**src/rtl/mpu_perf_pkg.sv**
```systemverilog
// Shared types for the MPU event-counter measurement window: FSM state
// encoding and the per-event edge-select encoding.
package mpu_perf_pkg;

    typedef enum logic [1:0] {
        IDLE  = 2'd0,
        ARM   = 2'd1,
        COUNT = 2'd2,
        DRAIN = 2'd3
    } perf_state_t;

    localparam logic EDGE_RISE = 1'b0;
    localparam logic EDGE_FALL = 1'b1;

endpackage

```
**src/rtl/evt_edge_counter.sv**
```systemverilog
// One event counter: tracks the previous sample of its event line, detects the
// selected edge and counts it while enabled. PERF_EVT_SAT_EN selects saturation.
module evt_edge_counter
    import mpu_perf_pkg::*;
#(
    parameter int CNT_W = 8
) (
    input  logic             clk,
    input  logic             rst_n,
    input  logic             sig,
    input  logic             edge_sel,
    input  logic             en,
    input  logic             clr,
    output logic [CNT_W-1:0] cnt
);

    logic             last_q;
    logic [CNT_W-1:0] cnt_q;
    logic [CNT_W-1:0] cnt_d;
    logic             edge_hit;

    // last_q follows sig in every state, so enabling the count never sees a stale edge.
    assign edge_hit = (edge_sel == EDGE_FALL) ? (~sig & last_q) : (sig & ~last_q);

    always_comb begin
        cnt_d = cnt_q;
        if (clr) begin
            cnt_d = '0;
        end else if (en && edge_hit) begin
`ifdef PERF_EVT_SAT_EN
            if (cnt_q != {CNT_W{1'b1}}) begin
                cnt_d = cnt_q + CNT_W'(1);
            end
`else
            cnt_d = cnt_q + CNT_W'(1);
`endif
        end
    end

    always_ff @(posedge clk) begin
        if (!rst_n) begin
            last_q <= 1'b0;
            cnt_q  <= '0;
        end else begin
            last_q <= sig;
            cnt_q  <= cnt_d;
        end
    end

    assign cnt = cnt_q;

endmodule

```
**src/rtl/perf_event_ctrl.sv**
```systemverilog
// Measurement-window controller: arms a bank of edge counters, counts for a
// programmed window, then drains one record per handshake. Macro: PERF_EVT_SAT_EN.
module perf_event_ctrl
    import mpu_perf_pkg::*;
#(
    parameter int N_EVT = 4,
    parameter int CNT_W = 8,
    parameter int WIN_W = 16,
    localparam int IDX_W = (N_EVT > 1) ? $clog2(N_EVT) : 1
) (
    input  logic             clk,
    input  logic             rst_n,
    input  logic [N_EVT-1:0] evt,
    input  logic [N_EVT-1:0] edge_sel,
    input  logic             start,
    input  logic [WIN_W-1:0] window,
    input  logic             abort,
    output logic             busy,
    output logic             done,
    output logic             rd_valid,
    input  logic             rd_ready,
    output logic [IDX_W-1:0] rd_idx,
    output logic [CNT_W-1:0] rd_data
);

    localparam logic [IDX_W-1:0] LAST_IDX = IDX_W'(N_EVT - 1);

    perf_state_t      state_q;
    logic [WIN_W-1:0] win_len_q;
    logic [WIN_W-1:0] win_q;
    logic [N_EVT-1:0] edge_sel_q;
    logic             busy_q;
    logic             done_q;
    logic             rd_valid_q;
    logic [IDX_W-1:0] rd_idx_q;

    logic             cnt_clr;
    logic             cnt_en;
    logic             rd_hs;
    logic [CNT_W-1:0] cnt_w [N_EVT];
    logic [CNT_W-1:0] rd_data_mux;

    assign cnt_clr = (state_q == ARM);
    assign cnt_en  = (state_q == COUNT);
    assign rd_hs   = rd_valid_q & rd_ready;

    genvar gi;
    generate
        for (gi = 0; gi < N_EVT; gi++) begin : g_cnt
            evt_edge_counter #(
                .CNT_W (CNT_W)
            ) u_cnt (
                .clk      (clk),
                .rst_n    (rst_n),
                .sig      (evt[gi]),
                .edge_sel (edge_sel_q[gi]),
                .en       (cnt_en),
                .clr      (cnt_clr),
                .cnt      (cnt_w[gi])
            );
        end
    endgenerate

    always_ff @(posedge clk) begin
        if (!rst_n) begin
            state_q    <= IDLE;
            win_len_q  <= '0;
            win_q      <= '0;
            edge_sel_q <= '0;
            busy_q     <= 1'b0;
            done_q     <= 1'b0;
            rd_valid_q <= 1'b0;
            rd_idx_q   <= '0;
        end else begin
            done_q <= 1'b0;
            if (abort) begin
                state_q    <= IDLE;
                busy_q     <= 1'b0;
                rd_valid_q <= 1'b0;
                rd_idx_q   <= '0;
            end else begin
                case (state_q)
                    IDLE: begin
                        if (start) begin
                            win_len_q  <= window;
                            edge_sel_q <= edge_sel;
                            busy_q     <= 1'b1;
                            state_q    <= ARM;
                        end
                    end
                    ARM: begin
                        win_q    <= win_len_q;
                        rd_idx_q <= '0;
                        if (win_len_q == '0) begin
                            state_q    <= DRAIN;
                            rd_valid_q <= 1'b1;
                        end else begin
                            state_q <= COUNT;
                        end
                    end
                    COUNT: begin
                        // win_q holds the COUNT cycles still left, including this one.
                        win_q <= win_q - WIN_W'(1);
                        if (win_q == WIN_W'(1)) begin
                            state_q    <= DRAIN;
                            rd_valid_q <= 1'b1;
                        end
                    end
                    DRAIN: begin
                        if (rd_hs) begin
                            if (rd_idx_q == LAST_IDX) begin
                                state_q    <= IDLE;
                                rd_valid_q <= 1'b0;
                                busy_q     <= 1'b0;
                                done_q     <= 1'b1;
                                rd_idx_q   <= '0;
                            end else begin
                                rd_idx_q <= rd_idx_q + IDX_W'(1);
                            end
                        end
                    end
                    default: state_q <= IDLE;
                endcase
            end
        end
    end

    // Counters only move in COUNT, so outside it this mux of registers is stable.
    always_comb begin
        rd_data_mux = '0;
        for (int i = 0; i < N_EVT; i++) begin
            if (rd_idx_q == IDX_W'(i)) begin
                rd_data_mux = cnt_w[i];
            end
        end
    end

    assign busy     = busy_q;
    assign done     = done_q;
    assign rd_valid = rd_valid_q;
    assign rd_idx   = rd_idx_q;
    assign rd_data  = rd_data_mux;

endmodule

```
**config.mk**
```make
export PLATFORM = sky130hd
export DESIGN_NAME = perf_event_ctrl
export DESIGN_NICKNAME = d
export VERILOG_FILES = /design/src/rtl/mpu_perf_pkg.sv /design/src/rtl/evt_edge_counter.sv /design/src/rtl/perf_event_ctrl.sv
export SDC_FILE = /design/constraint.sdc
export NUM_CORES = 1
export LEC_CHECK = 0
export CORE_MARGIN = 4
export CORE_UTILIZATION = 30
export DETAILED_ROUTE_END_ITERATION = 12
export DONT_BUFFER_PORTS = 1
export GPL_TIMING_DRIVEN = 0
export MAX_ROUTING_LAYER = met4
export SLEW_MARGIN = 20
export SYNTH_ARGS = -nofsm -noshare
export SYNTH_HDL_FRONTEND = slang
export SYNTH_SLANG_ARGS = --single-unit
```
**constraint.sdc**
```tcl
create_clock -name clk -period 2.1 [get_ports clk]
set_input_delay 0.21 -clock clk [delete_from_list [all_inputs] [get_ports clk]]
set_output_delay 0.21 -clock clk [all_outputs]
set_load 0.02 [all_outputs]
```
==> reports/metrics.cfg, run 1 <==
[global_route]
antenna_found_initial = 0
grt_pass1_wl_um = 17190
track_usage_pct = 14.60
grt_pass1_vias = 3543
grt_max_degree = 12
grt_overflow = 0

[min_path]
hp-class = in -> reg

[timing]
hold_ws_ns = 0.008906
setup_violations = 0
fin_crit_sh_pct = 97.92
slew_viol_final = 0
relSlewSlack_pct = 57.38
finClkSkew_ns = 0.003784
setup_slack_ns = 0.04372
fmax_mhz = 486.3
tightest_slew_ns = 0.6334
min_period_ns = 2.056
rsz0062_at_grt = false
hold_viol = 0

[power]
power.density_cell_area_nw_per_um2 = 681.6
design_power_total_mw = 3.220
ir_drop_v = 0.0004386
power_leakage_nw = 1.648

[placement]
port_buffers = 0
dp_hpwl_um = 7835
place_congestion = 0.8715
placed_area_um2 = 4259
place_ws_ns = -0.3658

[floorplanning]
start_util_pct = 30.62
dieArea_um2 = 15380
core-area_um2 = 13190
top_level_ports = 42
die_h_um = 124.0
num_rows = 42
dieWidth_um = 124.0

[clocking]
numCtsBuffers = 9
htreeDepth = 3
clock-root-buffer = clkbuf_16
tritoncts = yes
cts.path.max_buffers = 2
insertion_delay_ns = 0.34
clkSinkCount = 79
cts.clk_slew.worst_paths_ns = 0.06

[synth]
netlist-cell-type-count = 49
yosys_warnings = 0
ys_seq_area_share_pct = 39.16
yosys-top-cells-area = dfxtp_1 39%, nand2_1 7.6%, a21oi_1 6.1%
synth.top_cells.by_count = 82 x nand2_1, 79 x dfxtp_1, 49 x a21oi_1, 39 x nor2_1, 24 x clkbuf_1
syn_avg_cell_area_um2 = 8.030
syn_inst = 503
yosys.area.top_type = dfxtp_1
post-synth-top-count-cell = nand2_1
syn-cell-area_um2 = 4039
synthFlopType = dfxtp_1
synth_top_area_share_pct = 39.16
synth_nets = 546
synth-seq-cells = 79
ys_async_sr_fraction_pct = 0
synth_edf_count = 0

[worst_setup_path]
cp-end-kind = flop
cp.required_ns = 2.32
cp_num_buf_inv = 0
cp_max_fo = 7
crit_family = simple AND/OR/NAND/NOR gates
crit_type = reg -> reg
startpoint_type = flop
worstPathArrival_ns = 2.28
cp_slowest_cell = nor4_1
max_stage_delay_ns = 0.60
worstPathCellList = nor4_1 > nand4_1 > a22oi_1 > o2111a_1 > nor3_1

[layout]
area.growth.synth_to_final_pct = 16.98
diodes = 0
layout-drive-gt1-share_pct = 8.935
fin_area_um2 = 4725
nets = 565

[detailed_routing]
drt_iter0_markers = 167
drc = 0
wire_per_inst_um = 14.97
vias_per_cell = 5.113
postRouteAntennaNets = 0
routed_wl_um = 10510
firstDrtPassIters = 4
vias = 3589

[status]
status = finished, final reports clean

[job]
drv_cap = 0

## per-stage QoR
step / utilization [%] / cells / TNS, ns
5_1_grt: 35.82 / 702 / 0
4_1_cts: 35.51 / 701 / 0
2_1_floorplan: - / 503 / 0
3_5_place_dp: 32.29 / 679 / -4.653
3_3_place_gp: 32.29 / 679 / -3.999
6_report: 35.82 / 702 / 0
## layer usage
layer / wire length [µm] / part of all wire [%] / vias to the layer above / global-route usage [%]
li1: - / - / 1799 / -
met1: 4825 / 46 / 1699 / 17.44
met2: 5076 / 48 / 77 / 24.06
met3: 454 / 4.3 / 14 / 3.678
met4: 156 / 1.5 / 0 / 4.928
met5: 0 / 0 / - / -
## power by group
group,leakage [nW],switching [mW],internal [mW]
Combinational,0.879,0.159,0.103
Sequential,0.642,0.0339,1.53
Clock,0.127,0.570,0.825
## registers in the layout (all words and copies together), names as in the netlist
name / flops
busy: 1
done: 1
edge_sel_q: 4
g_cnt.u_cnt.cnt: 32
g_cnt.u_cnt.last_q: 4
rd_idx: 2
rd_valid: 1
state_q: 2
win_len_q: 16
win_q: 16
## logic make-up after synthesis
| logic type | after synthesis | share of synthesized area (%) |
|---|---|---|
| AOI/OAI and AO/OA | 119 | 17.41 |
| xor gates and xnor gates | 24 | 5.204 |
| buffers and inverters | 39 | 3.625 |
| muxes | 6 | 1.611 |
| DFF | 79 | 39.16 |
| adders and majority gates | 14 | 4.337 |
| and+or+nand+nor | 222 | 28.66 |
## cell usage in the layout (no fill, tap or decap), types with 7 or more instances in the layout
master / instances
nand2_1: 82
dfxtp_1: 77
a21oi_1: 46
nor2_1: 39
xor2_1: 20
nand4_1: 18
clkbuf_1: 16
o21ai_0: 15
a21boi_1: 14
nand3b_1: 12
inv_1: 11
dlygate4sd3_1: 11
nand3_1: 10
ha_1: 10
o21ai_1: 9
clkbuf_16: 9
nor4_1: 8
o21ai_2: 7
## timing repair
action	in CTS	in global routing
hold endpoints to repair	10	1
setup buffers	0	0
endpoints found under the setup margin	24	17
gates resized for setup	33	13
pin swaps	5	3
hold buffers	10	1
## worst reg2reg max path, cell delays in order, from the launching register on
cell and delay, ns:
dfxtp_1 0.36, nor4_1 0.60, nand4_1 0.28, a22oi_1 0.41, o2111a_1 0.25, nor3_1 0.04
## area by class of cell
class | count | area, µm²
Fill cell | 1398 | 8466
Multi-Input combinational cell | 385 | 2380
Sequential cell | 79 | 1589
Clock buffer | 14 | 254.0
Tap cell | 176 | 220.2
Buffer | 24 | 121.4
Timing Repair Buffer | 11 | 110.1
Inverter | 12 | 45.04
Clock inverter | 1 | 5.005
## worst paths after layout
| kind | startpoint | slack (ns) | to | cells past startpoint |
|---|---|---|---|---|
| setup / recovery | win_q[8] | 0.04 | state_q[0] | 5 |
| hold / removal | edge_sel[3] | 0.009 | edge_sel_q[3] | 2 |
| setup reg to reg | win_q[8] | 0.04 | state_q[0] | 5 |
| hold reg to reg | win_len_q[10] | 0.47 | win_len_q[10] | 2 |
(Power assumes the default switching activity.)
==> run 2, diff against run 1 <==
Settings changed: CORE_UTILIZATION 30 to 55, PLACE_DENSITY set to 0.7.
==> run 2 against run 1 <==
  * Power down 6.4%
  * Die area decreased by 43%
  * Critical path depth up 2
  * Clock power shrank 15%
  * Non-clock buffer count is 9 higher
  * Sequential share of layout area increased by 0.31 points
  * Utilization rose by 32 points
  * Final cell count shrank 10%
  * First-iteration DRC count is 8.4% lower
  * Largest cell class unchanged
==> reports/metrics.cfg, run 2 (synthesized netlist as in run 1, its figures left out) <==
[layout]
finish.utilization_pct = 67.41
fin_cells = 632
area.growth.synth_to_final_pct = 15.89
regArea_um2 = 1589
layout_common_cells = 82 x nand2_1, 77 x dfxtp_1, 47 x a21oi_1, 39 x nor2_1, 21 x dlygate4sd3_1
final_common_cell = nand2_1
largest_reg_flops = 32
nets = 574
diodes = 0
multi_input_area_um2 = 2390
layout-drive-gt1-share_pct = 9.701
n_fill_cell = 597

[power]
p_int_mw = 2.286
switchingPower_mw = 0.7281
switching_share_pct = 24.15
power.density_cell_area_nw_per_um2 = 644.0
power_frac_comb_pct = 9.1
ir_drop_v = 0.0004418
power_frac_seq_pct = 51.8
clockPowerShare_pct = 39.1
power_leakage_nw = 1.676

[timing]
fin_crit_sh_pct = 95.69
slew_viol_final = 0
rsz0062_at_grt = false
tightest_slew_ns = 0.5850
setup_violations = 0
min_period_ns = 2.009
finClkSkew_ns = 0.005267
fmax_mhz = 497.6
relSlewSlack_pct = 61.00
hold_viol = 0

[detailed_routing]
postRouteAntennaNets = 0
drc = 0
drt_iter0_markers = 153
vias_per_cell = 5.783
wire_per_inst_um = 15.62
firstDrtPassIters = 5
vias = 3655
routed_wl_um = 9874

[global_route]
track_usage_pct = 24.23
met1_usage_pct = 29.90
busiest_layer = met2
grt_pass1_vias = 3424
grt_use_met2_pct = 38.91
met3_usage_pct = 5.449
grt_max_degree = 20
grt_overflow = 0
antenna_found_initial = 0
grt_pass1_wl_um = 16540

[placement]
place_inst = 599
port_buffers = 0
dp_hpwl_um = 7077
place_congestion = 0.8527

[worst_setup_path]
cp.required_ns = 1.89
cp_max_fo = 10
setup.worst_path.start = rd_idx[1]
reg2reg_slack_ns = 0.15
max_stage_delay_ns = 0.43
cp_slowest_cell = dfxtp_4
worstPathCellList = inv_4 > ha_4 > clkbuf_8 > nand3b_1 > a21oi_2 > a21oi_1 > o21ai_2
timing.rr.start = state_q[0]
startpoint_type = flop
cp-end-kind = output pin
crit_type = reg -> out
worstPathArrival_ns = 1.80

[clocking]
clkSinkCount = 79
post_cts_buffers = 0
numCtsBuffers = 9
cts.path.max_buffers = 2
htreeDepth = 3
insertion_delay_ns = 0.35
tritoncts = yes
cts.clk_slew.worst_paths_ns = 0.07
clock-root-buffer = clkbuf_8

[floorplanning]
num_rows = 30
core-area_um2 = 6944
dieWidth_um = 93.70
start_util_pct = 58.16
die_h_um = 93.70
top_level_ports = 42
dieArea_um2 = 8779

[min_path]
hp-class = in -> reg
hold_start = edge_sel[1]

[status]
status = finished, final reports clean

[job]
drv_cap = 0

## run 2: what timing repair did
| action | 4_1_cts | 5_1_grt |
|---|---|---|
| resized for setup | 31 | 16 |
| hold endpoints to repair | 21 | 0 |
| hold buffers | 21 | 0 |
| endpoints found under the setup margin | 21 | 33 |
| pin swaps | 2 | 4 |
## run 2: cell type report
class / instances / area share (%)
multi-input combinational: 385 / 51.06
clock buffer: 13 / 3.609
tap: 96 / 2.566
inverter: 12 / 1.016
sequential: 79 / 33.95
buffer: 23 / 2.459
timing repair buffer: 21 / 4.491
clock inverter: 3 / 0.8554
## run 2: stage by stage
| step | instance area [µm²] | worst slack (ns) | TNS (ns) | total power [mW] | hold WS [ns] |
|---|---|---|---|---|---|
| after floorplan | 4039 | 0.1514 | 0 | 1.773 | 0.3373 |
| after global placement | 4159 | -0.3058 | -3.603 | 1.834 | 0.3379 |
| after detailed placement | 4159 | -0.3776 | -3.885 | 1.839 | 0.3422 |
| after CTS | 4643 | 0.005560 | 0 | 3.036 | 0.006148 |
| after global routing | 4681 | 0.003824 | 0 | 3.139 | 0.01790 |
| final | 4681 | 0.09050 | 0 | 3.014 | 0.01389 |
## run 2: worst paths after layout
kind	depth (start not counted)	endpoint
worst min-delay path	2	edge_sel_q[1]
worst max-delay path	7	rd_data[5]
worst min register to register	2	win_len_q[10]
worst max register to register	7	win_q[9]
## run 2: power groups by stage
stage	sequential (mW)	combinational, mW	clock, mW
3_5_place_dp	1.60	0.240	0
5_1_grt	1.57	0.308	1.27
4_1_cts	1.56	0.272	1.20
6_report	1.56	0.276	1.18
2_1_floorplan	1.59	0.184	0
3_3_place_gp	1.60	0.237	0
## run 2: layer usage
metal,share of wire (%),up-vias
li1,-,1822
met1,44,1720
met2,49,96
met3,5.1,17
met4,1.8,0
met5,0,-
## run 2: worst max-delay path: cells and delay by family, from the launching register on
kind / cells / cell delay, ns
and+or+nand+nor: 1 / 0.16
DFF: 1 / 0.43
AOI/OAI and AO/OA: 3 / 0.47
adders and majority gates: 1 / 0.18
buffers and inverters: 2 / 0.21
